File: config.mk
export PLATFORM = sky130hd
export DESIGN_NAME = ascon_round_counter
export DESIGN_NICKNAME = d
export VERILOG_FILES = /design/src/rtl/ascon_round_counter.sv
export SDC_FILE = /design/constraint.sdc
export NUM_CORES = 1
export LEC_CHECK = 0
export ABC_AREA = 0
export BUFFER_PORTS_ARGS = -buffer_cell sky130_fd_sc_hd__buf_2
export CAP_MARGIN = 5
export CORE_MARGIN = 3
export CORE_UTILIZATION = 40
export CTS_BUF_LIST = sky130_fd_sc_hd__clkbuf_8
export DETAILED_ROUTE_END_ITERATION = 12
export PLACE_DENSITY = 0.67
export SLEW_MARGIN = 5
export SYNTH_ARGS = -nofsm -noshare
export SYNTH_HDL_FRONTEND = slang
export SYNTH_SLANG_ARGS = --single-unit
File: constraint.sdc
create_clock -name clk -period 6.3 [get_ports clk]
set_input_delay 0.315 -clock clk [delete_from_list [all_inputs] [get_ports clk]]
set_output_delay 0.315 -clock clk [all_outputs]
set_load 0.03 [all_outputs]
File: src/rtl/ascon_round_counter.sv
// Round sequencer for the Ascon permutation: loads a round count and steps it
// down by UNROLL rounds per enabled cycle, with start/busy/done/abort handshake.
//
// state | meaning
// IDLE  | waiting for start_i; remaining is 0 and no round is executed
// RUN   | one step of up to UNROLL rounds per cycle where en_i is high
module ascon_round_counter #(
    parameter int  WIDTH      = 4,
    parameter int  MAX_ROUNDS = 12,
    parameter int  UNROLL     = 1,
    localparam int SW         = $clog2(UNROLL + 1)
) (
    input  logic             clk,
    input  logic             rst,
    input  logic             en_i,
    input  logic             start_i,
    input  logic [WIDTH-1:0] rounds_i,
    input  logic             abort_i,
    output logic             busy_o,
    output logic             last_o,
    output logic             done_o,
    output logic [WIDTH-1:0] remaining_o,
    output logic [WIDTH-1:0] rnd_idx_o,
    output logic [SW-1:0]    step_o
);

    if ((2 ** WIDTH) <= MAX_ROUNDS || UNROLL < 1 || UNROLL > MAX_ROUNDS) begin : g_param_check
        $fatal(1, "ascon_round_counter: illegal WIDTH/MAX_ROUNDS/UNROLL combination");
    end

    localparam logic [WIDTH-1:0] MAX_W    = WIDTH'(MAX_ROUNDS);
    localparam logic [WIDTH-1:0] UNROLL_W = WIDTH'(UNROLL);

    typedef enum logic {
        ST_IDLE = 1'b0,
        ST_RUN  = 1'b1
    } state_e;

    state_e           state_q, state_d;
    logic [WIDTH-1:0] remaining_q, remaining_d;
    logic             done_q, done_d;

    logic             busy;
    logic             last;
    logic [WIDTH-1:0] step_w;
    logic [WIDTH-1:0] load_val;

    always_comb begin
        busy     = (state_q == ST_RUN);
        step_w   = '0;
        last     = 1'b0;
        if (busy) begin
            step_w = (remaining_q < UNROLL_W) ? remaining_q : UNROLL_W;
            last   = (remaining_q <= UNROLL_W);
        end
        load_val = (rounds_i > MAX_W) ? MAX_W : rounds_i;
    end

    always_comb begin
        state_d     = state_q;
        remaining_d = remaining_q;
        done_d      = 1'b0;
        if (abort_i) begin
            state_d     = ST_IDLE;
            remaining_d = '0;
        end else if (state_q == ST_IDLE) begin
            if (start_i) begin
                remaining_d = load_val;
                // A zero-length request completes immediately without entering RUN.
                if (load_val == '0) begin
                    done_d = 1'b1;
                end else begin
                    state_d = ST_RUN;
                end
            end
        end else if (en_i) begin
            remaining_d = remaining_q - step_w;
            if (last) begin
                state_d = ST_IDLE;
                done_d  = 1'b1;
            end
        end
    end

    always_ff @(posedge clk) begin
        if (rst) begin
            state_q     <= ST_IDLE;
            remaining_q <= '0;
            done_q      <= 1'b0;
        end else begin
            state_q     <= state_d;
            remaining_q <= remaining_d;
            done_q      <= done_d;
        end
    end

    assign busy_o      = busy;
    assign last_o      = last;
    assign done_o      = done_q;
    assign remaining_o = remaining_q;
    assign rnd_idx_o   = busy ? (MAX_W - remaining_q) : '0;
    assign step_o      = SW'(step_w);

endmodule
==> results.md, run 1 <==
* Leak Pwr at 0.0002898 µW
* Clock-pin slew on the worst setup and hold paths at 0.04 ns
* Syn_nets at 77
* Largest net degree at the start of global routing at 14
* Post-route antenna net violation count at 0
* Total core area at 1171 µm²
* Clock root buffer: clkbuf_8
* Estimated wirelength of the detail-placed design at 967.8 µm
* Met3 Wirelength at 91 µm
* Finish-stage setup viols at 0
* Synthesized-area fraction occupied by xor and xnor cells at 0.04965
* Maximum VDD drop at 138.1 µV
* Synth-to-Final Area Change at 27.19%
* Number of sinks on the clock net at 6
* Hold crit path type: in -> reg
* CTS resizes at 0
* Top-count cell post-synth: dfxtp_1
* Last weighted congestion value of the routability-driven placer at 0.7875
* Via/cell ratio at 5.567
* Initial core utilization at 0.4519
* Type of the worst setup path: reg -> reg
* Total congestion overflow at 0
* Critical path startpoint category: flop
* Highest Clock Rate at 0.4483 GHz
* I/O Pins at 21
* Routed WL per cell at 12.31 µm
* Maximum capacitance violations at 0
* GR Util All Layers at 0.1543
* Biggest fanout along the worst timing path at 6
* Compound-Gate Fraction of Synth Area at 0.2246
* Input/output buffers at 20
* Cell area after technology mapping at 529.3 µm²
* Overall routed net length at 1.194 mm
* Height of the die at 42.38 µm
* Fraction of post-synthesis cell area in the top cell type by area at 0.2270
* Top routing layer used: met3
* Vias in the first global route at 506
* Outcome: complete, no violations
* Post-synth top cells: dfxtp_1, a21oi_1, ha_1, nor2_1, nand2_1
* Final standard cell utilization of the core at 0.5748
* Area of all sequential standard cells at 120.1 µm²
* Number of synthesized flops with an enable pin at 0
* Die W at 42.38 µm
* First-pass GRT wire length at 2.132 mm
* Number of antenna violations at the first check in global routing at 0
* Clock buffers created by TritonCTS at 3
* Buffer depth of the longest clock path at 2
* Clock insertion delay at the later pin of the skew report at 0.22 ns
* Combinational family with the most area after synthesis: simple AND/OR/NAND/NOR gates
* Flip-flop cell with the highest count after synthesis: dfxtp_1
* Remaining design rule violation count at 0
* Final hold vios at 0
* Worst path buffer plus inverter count at 2
* Area share of and/or/nand/nor cells after synthesis at 0.2364
* DR pass1 iterations at 4
* Number of flip-flops and latches in the synthesized netlist at 6
* Kind of end point of the critical path: flop
* Routed length on met1 at 536 µm
* Final Critical Period at 2.231 ns
* Wire length on met2 at 565 µm
* Fillers at 116
* Yosys cell types at 32
* Buffer count from post-CTS setup fixing at 0
* Required time of the critical path at 6.44 ns
* Arrival time reported for the critical path endpoint at 2.37 ns
* Setup Skew at 0.002752 ns
* CP top delay family: adder cells
* Cell with the largest stage delay on the worst path: fa_1
* Sequential element share of the synthesized area at 0.2270
* Synth top area cells: dfxtp_1, ha_1, a21oi_1
* Share of the clock period used by the worst path at 0.3541
* N_diodes at 0
* Synthesis Warnings at 0
* Dominant cell type by area after synthesis: dfxtp_1
* Proportion of synthesized flip-flops having asynchronous set or reset at 0
* Setup repair after global routing missed its margin: no
* Power density normalized to cell area at 195.0 nW/µm²
* Maximum single-stage delay on the critical path at 0.47 ns
* Final-stage net count at 100
* Number of placement rows at 12
* H-tree level count at 1
* Proportion of synthesized area in mux cells at 0.04255
* Clock tree from TritonCTS: done
* Die footprint at 1796 µm²
* Post-CTS Hold Buffers at 0
* Fraction of layout instances using a drive strength above 1 at 0.3373
* Number of cells produced by synthesis at 62
* Cells along the critical path: inv_1 > ha_1 > a31oi_1 > ha_1 > inv_1 > fa_1 > o21ai_0 > a221oi_2
* Detailed router's first-iteration violation count at 13
* Vias after detailed routing at 540
* Max-slew violation count at 0
* Sum Neg Setup Slack at 0 ns
* Combined area of the multi-input logic cells at 379.1 µm²
* Mean instance size in the synthesized netlist at 8.536 µm²
* Post-synthesis share of cell area spent on full adders, half adders and majority gates at 0.1560
where the power goes:
group	switching (µW)	internal, µW
clock	15.7	41.0
sequential	3.36	39.8
combinational	19.2	12.2
total	38.3	93.0
worst min-delay path: cells and delay by family:
kind                   cells  cell delay (ns)
buffers and inverters      1             0.11
AO/OA/AOI/OAI              1             0.05
AND/OR/NAND/NOR            1             0.06
final cells by class:
type	count	area share
Multi-Input combinational cell	50	0.5632
Sequential cell	6	0.1784
Timing Repair Buffer	20	0.1487
Clock buffer	3	0.06134
Tap cell	14	0.02602
Inverter	4	0.02230
flip-flops by register name (all words and copies together) (netlist names):
signal,flops
busy_o,1
remaining_o,4
done_o,1
stage by stage:
step / total power [µW] / worst slack (ns) / instance area [µm²] / hold slack, ns / instances
floorplan: 65.97 / 3.463 / 529.3 / 0.4705 / 62
global placement: 75.14 / 4.071 / 631.9 / 0.5815 / 94
detailed placement: 75.12 / 4.065 / 631.9 / 0.5807 / 94
CTS: 133.0 / 4.054 / 673.1 / 0.3668 / 97
global route: 139.1 / 3.843 / 673.1 / 0.3683 / 97
finish: 131.3 / 4.069 / 673.1 / 0.3705 / 97
cell usage in the layout, fill, tap and decap left out:
master,instances
clkbuf_8,3
and2b_1,1
a22oi_1,2
or2_1,1
nor2_1,5
inv_1,3
nand2b_1,2
conb_1,1
buf_2,20
a31oi_1,2
nand2_1,4
ha_1,5
o41ai_1,1
dfxtp_1,6
fa_1,1
a21o_1,1
o21ai_1,1
a21oi_1,5
xor2_1,1
a221oi_2,1
nand3b_1,2
nand4_1,1
inv_2,1
o21ai_0,1
a22oi_2,1
mux2i_4,1
nor4_1,2
a211oi_2,1
nand3_1,2
nand4b_1,1
and2_1,2
xnor2_1,2
per-layer routing:
| layer | vias to the layer above | track usage |
|---|---|---|
| li1 | 267 | - |
| met1 | 252 | 0.1881 |
| met2 | 21 | 0.2371 |
| met3 | 0 | 0.08155 |
| met4 | 0 | 0.03727 |
| met5 | - | 0 |
final timing paths:
check            startpoint             end  slack [ns]  cells past startpoint
min             rounds_i[1]  remaining_o[1]        0.37                      3
max reg2reg  remaining_o[1]  remaining_o[1]        4.07                      8
max          remaining_o[1]  remaining_o[1]        4.07                      8
min reg2reg  remaining_o[2]  remaining_o[2]        0.59                      2
cells by family after synthesis:
| family | count (synthesis) |
|---|---|
| XOR/XNOR | 3 |
| multiplexers | 1 |
| AND/OR/NAND/NOR | 23 |
| buffers and inverters | 6 |
| adder cells (fa/ha/maj) | 6 |
| flip-flops | 6 |
| other | 1 |
| AO/OA/AOI/OAI | 16 |
No activity file was read; power rests on OpenSTA's default activity.
==> run 2, diff against run 1 <==
--- a/config.mk
+++ b/config.mk
@@ -5,14 +5,14 @@
 export SDC_FILE = /design/constraint.sdc
 export NUM_CORES = 1
 export LEC_CHECK = 0
-export ABC_AREA = 0
+export ABC_AREA = 1
 export BUFFER_PORTS_ARGS = -buffer_cell sky130_fd_sc_hd__buf_2
 export CAP_MARGIN = 5
 export CORE_MARGIN = 3
 export CORE_UTILIZATION = 40
 export CTS_BUF_LIST = sky130_fd_sc_hd__clkbuf_8
 export DETAILED_ROUTE_END_ITERATION = 12
-export PLACE_DENSITY = 0.67
+export PLACE_DENSITY = 0.69
 export SLEW_MARGIN = 5
 export SYNTH_ARGS = -nofsm -noshare
 export SYNTH_HDL_FRONTEND = slang
==> constraint.sdc (replaced) <==
create_clock -name clk -period 1.86 [get_ports clk]
set_input_delay 0.093 -clock clk [delete_from_list [all_inputs] [get_ports clk]]
set_output_delay 0.093 -clock clk [all_outputs]
set_load 0.03 [all_outputs]
==> results.md, run 2 <==
* Outcome: complete, no violations
* Via/cell ratio at 5.197 (-6.6%)
* Leak Pwr at 0.0004299 µW (+48%)
* Worst setup path startpoint: remaining_o[0]
* Vias after detailed routing at 660 (+22%)
* Met3 track utilization from global routing at 0.05508 (-0.02646)
* Input/output buffers at 20 (unchanged)
* Worst setup timing slack at the placement stage at 0.03664 ns (-4.028 ns)
* Power density normalized to cell area at 614.9 nW/µm² (+220%)
* Final hold vios at 0 (unchanged)
* Most frequent cells in the layout: buf_2, nand2_1, inv_1
* Clock buffers created by TritonCTS at 3 (unchanged)
* Fraction of post-synthesis cell area in the top cell type by area at 0.2207 (-0.006261)
* Max-slew violation count at 0 (unchanged)
* Syn_nets at 99 (+29%)
* Last weighted congestion value of the routability-driven placer at 0.8836 (+12%)
* Maximum capacitance violations at 0 (unchanged)
* Buffer depth of the longest clock path at 2 (unchanged)
* Setup slack after layout at 0.03211 ns (-4.037 ns)
* I/O Pins at 21 (unchanged)
* Number of antenna violations at the first check in global routing at 0 (unchanged)
* Biggest fanout along the worst timing path at 6 (unchanged)
* Met2 Track Usage GR at 0.3234 (+0.08627)
* Busiest grt layer: met2
* Synth-to-Final Area Change at 48.97%
* Largest net degree at the start of global routing at 9 (-5)
* Proportion of synthesized flip-flops having asynchronous set or reset at 0 (unchanged)
* Routed WL per cell at 12.14 µm (-1.4%)
* Clock insertion delay at the later pin of the skew report at 0.23 ns (about the same)
* Kind of end point of the critical path: flop
* Mean instance size in the synthesized netlist at 6.479 µm² (-24%)
* Height of the die at 42.89 µm (+1.2%)
* Clock root buffer: clkbuf_8
* Final Instance Count excl. Fillers at 127 (+31%)
* Post-synth top cells: nand2_1, inv_1, nand3_1, a21oi_1, nor2_1
* Die footprint at 1839 µm² (+2.4%)
* Post-route antenna net violation count at 0 (unchanged)
* Dominant cell type by area after synthesis: dfxtp_1
* Fraction of power consumed by sequential logic at 0.282 (-0.047)
* Clock-pin slew on the worst setup and hold paths at 0.04 ns (about the same)
* Hold crit path type: in -> reg
* Number of placement rows at 12 (unchanged)
* Most frequent standard cell in the layout excluding fill and tap cells: buf_2
* Number of instances in the placed design at 122 (+30%)
* Final Critical Period at 1.828 ns (-0.4026 ns)
* GR Util All Layers at 0.1844 (+0.03016)
* Sum Neg Setup Slack at 0 ns (unchanged)
* Switching power share of the total at 0.3306 (+0.03891)
* Die W at 42.89 µm (+1.2%)
* Total congestion overflow at 0 (unchanged)
* Flip-flop cell with the highest count after synthesis: dfxtp_1
* Detailed router's first-iteration violation count at 4 (-9)
* Overall routed net length at 1.542 mm (+29%)
* Arrival time reported for the critical path endpoint at 1.98 ns (-0.39 ns)
* Sequential element share of the synthesized area at 0.2207 (-0.006261)
* Critical path startpoint category: flop
* Number of sinks on the clock net at 6 (unchanged)
* Yosys cell types at 23 (-28%)
* Remaining design rule violation count at 0 (unchanged)
* Total power at 498.5 µW (+280%)
* Number of cells produced by synthesis at 84 (+35%)
* DR pass1 iterations at 4 (unchanged)
* Type of the worst setup path: reg -> reg
* Vias in the first global route at 622 (+23%)
* Synthesis Warnings at 0 (unchanged)
* Internal power at 333.7 µW (+260%)
* Combinational share of power at 0.300 (+0.060)
* Final-stage net count at 129 (+29%)
* Cell area after technology mapping at 544.3 µm² (+2.8%)
* Number of flip-flops and latches in the synthesized netlist at 6 (unchanged)
* Estimated wirelength of the detail-placed design at 1.234 mm (+27%)
* Min-Delay Startpoint: rounds_i[1]
* Number of synthesized flops with an enable pin at 0 (unchanged)
* Required time of the critical path at 2.01 ns (-4.43 ns)
* Initial core utilization at 0.4589 (+0.006937)
* N_diodes at 0 (unchanged)
* Clk network pwr share at 0.418 (-0.014)
* Worst flop-to-flop path startpoint: remaining_o[0]
* Share of the clock period used by the worst path at 0.9827 (+0.6287)
* H-tree level count at 1 (unchanged)
* Synth top area cells: dfxtp_1, ha_1, nand2_1
* Finish-stage setup viols at 0 (unchanged)
* Clock tree from TritonCTS: done
* Fraction of layout instances using a drive strength above 1 at 0.4336 (+0.09628)
* Maximum VDD drop at 517.2 µV (+270%)
* Number of flip-flops under the largest register name at 4 (unchanged)
* Setup repair after global routing missed its margin: yes
* First-pass GRT wire length at 2.587 mm (+21%)
* Met1 capacity usage during global routing at 0.2183 (+0.03013)
* Top-count cell post-synth: nand2_1
* Setup Skew at 0.005728 ns (+0.002976 ns)
* Switching component of the power at 164.8 µW (+330%)
* Highest Clock Rate at 0.5471 GHz (+22%)
* Total core area at 1186 µm² (+1.3%)
run 2: changes by cell type in the layout (fill, tap and decap cells not counted), moves of 3 or more:
cell	before	now
buf_4	0	6
nand2_1	4	14
nand3_1	2	7
o21ai_1	1	4
inv_1	3	10
run 2: power groups by stage:
stage,combinational (µW),clock (µW),sequential (µW)
CTS,142,213,140
finish,150,209,141
detailed placement,141,0,142
global route,166,223,141
global placement,139,0,142
floorplan,82.0,0,156
run 2: critical path, stage by stage, from the launching register on:
cell,delay [ns]
dfxtp_4,0.37
inv_4,0.04
ha_4,0.16
inv_2,0.06
nor3_4,0.04
o21ai_4,0.15
ha_2,0.19
inv_2,0.05
fa_2,0.51
nand2_1,0.05
a31oi_1,0.14
run 2: logic make-up after synthesis:
family                     synth area share
buffers and inverters                0.1195
other                              0.006890
DFF                                  0.2207
adders and majority gates            0.1517
and+or+nand+nor                      0.3242
AOI/OAI and AO/OA                    0.1770
run 2: what timing repair did:
| action | 4_1_cts | 5_1_grt |
|---|---|---|
| endpoints found under the hold margin | 0 | 0 |
| gates resized for setup | 0 | 5 |
| hold buffers | 0 | 0 |
| endpoints found under the setup margin | 0 | 3 |
| setup buffers | 0 | 1 |
run 2: layout make-up:
type / instances / area (µm²)
Multi-Input combinational cell: 62 / 412.9
Fill cell: 112 / 375.4
Timing Repair Buffer: 26 / 145.1
Sequential cell: 6 / 127.6
Inverter: 15 / 62.56
Clock buffer: 3 / 41.29
Tap cell: 14 / 17.52
Clock inverter: 1 / 3.754
run 2: metrics by stage:
stage	area, µm²	utilization	hold slack [ns]
floorplan	588.1	-	0.2457
global placement	735.7	0.6203	0.3795
detailed placement	735.7	0.6203	0.3811
CTS	780.7	0.6582	0.1429
global route	810.8	0.6835	0.1800
finish	810.8	0.6835	0.1468
run 2: final timing paths:
check / slack [ns] / to / depth (start not counted)
max reg2reg: 0.03 / remaining_o[1] / 10
min reg2reg: 0.58 / remaining_o[0] / 2
min: 0.15 / remaining_o[1] / 3
max: 0.03 / remaining_o[1] / 10
run 2: per-layer routing:
layer | vias up | routed length [µm]
met3 | 0 | 84
met4 | 0 | 0
met1 | 301 | 694
met2 | 20 | 764
met5 | - | 0
li1 | 339 | -
==> run 3, diff against run 2 <==
--- a/config.mk
+++ b/config.mk
@@ -5,14 +5,13 @@
 export SDC_FILE = /design/constraint.sdc
 export NUM_CORES = 1
 export LEC_CHECK = 0
-export ABC_AREA = 1
 export BUFFER_PORTS_ARGS = -buffer_cell sky130_fd_sc_hd__buf_2
 export CAP_MARGIN = 5
 export CORE_MARGIN = 3
 export CORE_UTILIZATION = 40
 export CTS_BUF_LIST = sky130_fd_sc_hd__clkbuf_8
 export DETAILED_ROUTE_END_ITERATION = 12
-export PLACE_DENSITY = 0.69
+export PLACE_DENSITY = 0.7
 export SLEW_MARGIN = 5
 export SYNTH_ARGS = -nofsm -noshare
 export SYNTH_HDL_FRONTEND = slang
==> results.md, run 3 (synthesis gave the netlist of run 1 again) <==
* Arrival time reported for the critical path endpoint at 1.96 ns (-0.02 ns)
* Finish-stage setup viols at 0 (unchanged)
* Final-stage net count at 108 (-16%)
* Most frequent cells in the layout: buf_2, buf_4, a21oi_1, dfxtp_4
* Number of flip-flops under the largest register name at 4 (unchanged)
* Length in cells of the worst reg-to-reg path at 8 (-2)
* Clock root buffer: clkbuf_8
* Number of cells on the worst hold path at 3 (unchanged)
* Final hold vios at 0 (unchanged)
* Share of the clock period used by the worst path at 0.9844 (+0.001692)
* Final Instance Count excl. Fillers at 106 (-17%)
* Buffer depth of the longest clock path at 2 (unchanged)
* Type of the worst setup path: reg -> reg
* Post-layout instance area at 824.5 µm² (+1.7%)
* Outcome: complete, no violations
* Vias in the first global route at 534 (-14%)
* Height of the die at 42.38 µm (-1.2%)
* Combinational share of power at 0.306 (+0.006)
* Last weighted congestion value of the routability-driven placer at 0.7763 (-12%)
* Hold crit path type: in -> reg
* Kind of end point of the critical path: flop
* Worst min-delay path endpoint: remaining_o[1]
* Clk network pwr share at 0.413 (-0.005)
* Total congestion overflow at 0 (unchanged)
* Initial core utilization at 0.4519 (-0.006937)
* Biggest fanout along the worst timing path at 3 (-3)
* Input/output buffers at 20 (unchanged)
* Fraction of layout instances using a drive strength above 1 at 0.5326 (+0.09898)
* Synth-to-Final Area Change at 55.79%
* Clock tree from TritonCTS: done
* First-pass GRT wire length at 2.359 mm (-8.8%)
* Routed WL per cell at 14.09 µm (+16%)
* Total power at 484.9 µW (-2.7%)
* Cell mode on critical path: ha_4
* Die footprint at 1796 µm² (-2.4%)
* Setup Skew at 0.004612 ns (-0.001116 ns)
* Maximum VDD drop at 384.0 µV (-26%)
* Fin Hold WS at 0.1544 ns (+0.007552 ns)
* Max-slew violation count at 0 (unchanged)
* Die W at 42.38 µm (-1.2%)
* Number of antenna violations at the first check in global routing at 0 (unchanged)
* Worst flop-to-flop path startpoint: remaining_o[0]
* Fillers at 99 (-12%)
* Critical R2R Capture: remaining_o[1]
* H-tree level count at 1 (unchanged)
* Switching component of the power at 149.5 µW (-9.3%)
* N_diodes at 0 (unchanged)
* Largest net degree at the start of global routing at 11 (+2)
* Switching power share of the total at 0.3084 (-0.02222)
* Min-Delay Startpoint: rounds_i[1]
* Vias after detailed routing at 573 (-13%)
* Number of instances in the placed design at 99 (-19%)
* Required time of the critical path at 1.99 ns (-0.02 ns)
* Clock-pin slew on the worst setup and hold paths at 0.04 ns (about the same)
* Estimated wirelength of the detail-placed design at 1.083 mm (-12%)
* Post-route antenna net violation count at 0 (unchanged)
* Maximum single-stage delay on the critical path at 0.50 ns (about the same)
* Cell with the largest stage delay on the worst path: fa_1
* Leak Pwr at 0.0003542 µW (-18%)
* Via/cell ratio at 5.406 (+4.0%)
* Number of sinks on the clock net at 6 (unchanged)
* Final Critical Period at 1.831 ns (+0.003147 ns)
* Cells along the critical path: inv_8 > ha_4 > a31oi_4 > ha_4 > inv_2 > fa_1 > o21ai_2 > a221oi_2
* Post-CTS Hold Buffers at 0 (unchanged)
* R2R Setup Slk at 0.03 ns (about the same)
* Most frequent standard cell in the layout excluding fill and tap cells: buf_2
* Fraction of power consumed by sequential logic at 0.282 (about the same)
* Detailed router's first-iteration violation count at 8 (+4)
* Placed cell area at 723.2 µm² (-1.7%)
* Total core area at 1171 µm² (-1.3%)
* I/O Pins at 21 (unchanged)
* Sum Neg Setup Slack at 0 ns (unchanged)
* Power density normalized to cell area at 588.0 nW/µm² (-4.4%)
* DR pass1 iterations at 4 (unchanged)
* Internal power at 335.3 µW (+0.49%)
* Setup repair after global routing missed its margin: yes
* Number of placement rows at 12 (unchanged)
* Clock buffers created by TritonCTS at 3 (unchanged)
* Clock insertion delay at the later pin of the skew report at 0.23 ns (about the same)
* Remaining design rule violation count at 0 (unchanged)
* Highest Clock Rate at 0.5461 GHz (-0.17%)
* GR Util All Layers at 0.1759 (-0.008563)
* Critical path startpoint category: flop
* Overall routed net length at 1.494 mm (-3.1%)
* Maximum capacitance violations at 0 (unchanged)
-- run 3: cell types whose count changed in the layout (fill, tap and decap cells not counted), moves of 3 or more --
cell	change
nand3_1	-5
o21ai_1	-3
dfxtp_4	+3
inv_1	-9
nand2_1	-10
dfxtp_1	-3
o21ai_0	-3
-- run 3: routing by layer --
layer	global-route usage	vias up	part of all wire
met4	0.1180	0	0.024
met5	0	-	0
met1	0.2077	257	0.42
li1	-	284	-
met2	0.2766	27	0.49
met3	0.04292	5	0.070
-- run 3: timing repair --
action | 4_1_cts | 5_1_grt
endpoints found under the setup margin | 2 | 2
pin swaps | 3 | 1
buffers inserted | 1 | 2
gates resized for setup | 0 | 6
-- run 3: stage by stage --
| stage | worst slack (ns) | util |
|---|---|---|
| 5_1_grt | -0.05181 | 0.7041 |
| 6_report | 0.02896 | 0.7041 |
| 3_5_place_dp | -0.01410 | 0.6175 |
| 2_1_floorplan | -0.1968 | - |
| 3_3_place_gp | -0.01027 | 0.6175 |
| 4_1_cts | 0.005309 | 0.6624 |
-- run 3: worst max-delay path, delay by kind of cell (launching register included) --
kind / cells / cell delay, ns
adders and majority gates: 3 / 0.82
buffers and inverters: 2 / 0.07
AOI/OAI and AO/OA: 3 / 0.46
DFF: 1 / 0.37
-- run 3: worst max-delay path by stage --
stage	slack (ns)	depth (start not counted)	from	endpoint
4_1_cts	0.005	9	remaining_o[0]	remaining_o[2]
2_1_floorplan	-0.20	9	remaining_o[1]	remaining_o[2]
5_1_grt	-0.05	8	remaining_o[0]	remaining_o[1]
6_report	0.03	8	remaining_o[0]	remaining_o[1]
3_5_place_dp	-0.01	8	remaining_o[0]	remaining_o[1]
3_3_place_gp	-0.01	8	remaining_o[0]	remaining_o[1]
-- run 3: layout make-up --
class / count / area [µm²] / share of cell area
multi-input combinational: 50 / 425.4 / 0.5159
inverter: 4 / 25.02 / 0.03035
timing repair buffer: 28 / 172.7 / 0.2094
clock buffer: 3 / 41.29 / 0.05008
clock inverter: 1 / 3.754 / 0.004552
sequential: 6 / 138.9 / 0.1684
tap: 14 / 17.52 / 0.02124
-- run 3: power groups by stage --
stage               Clock [µW]  Sequential (µW)  Combinational [µW]
global route               217              137                 162
finish                     200              137                 148
detailed placement           0              138                 132
floorplan                    0              151                78.3
CTS                        205              135                 137
global placement             0              138                 131
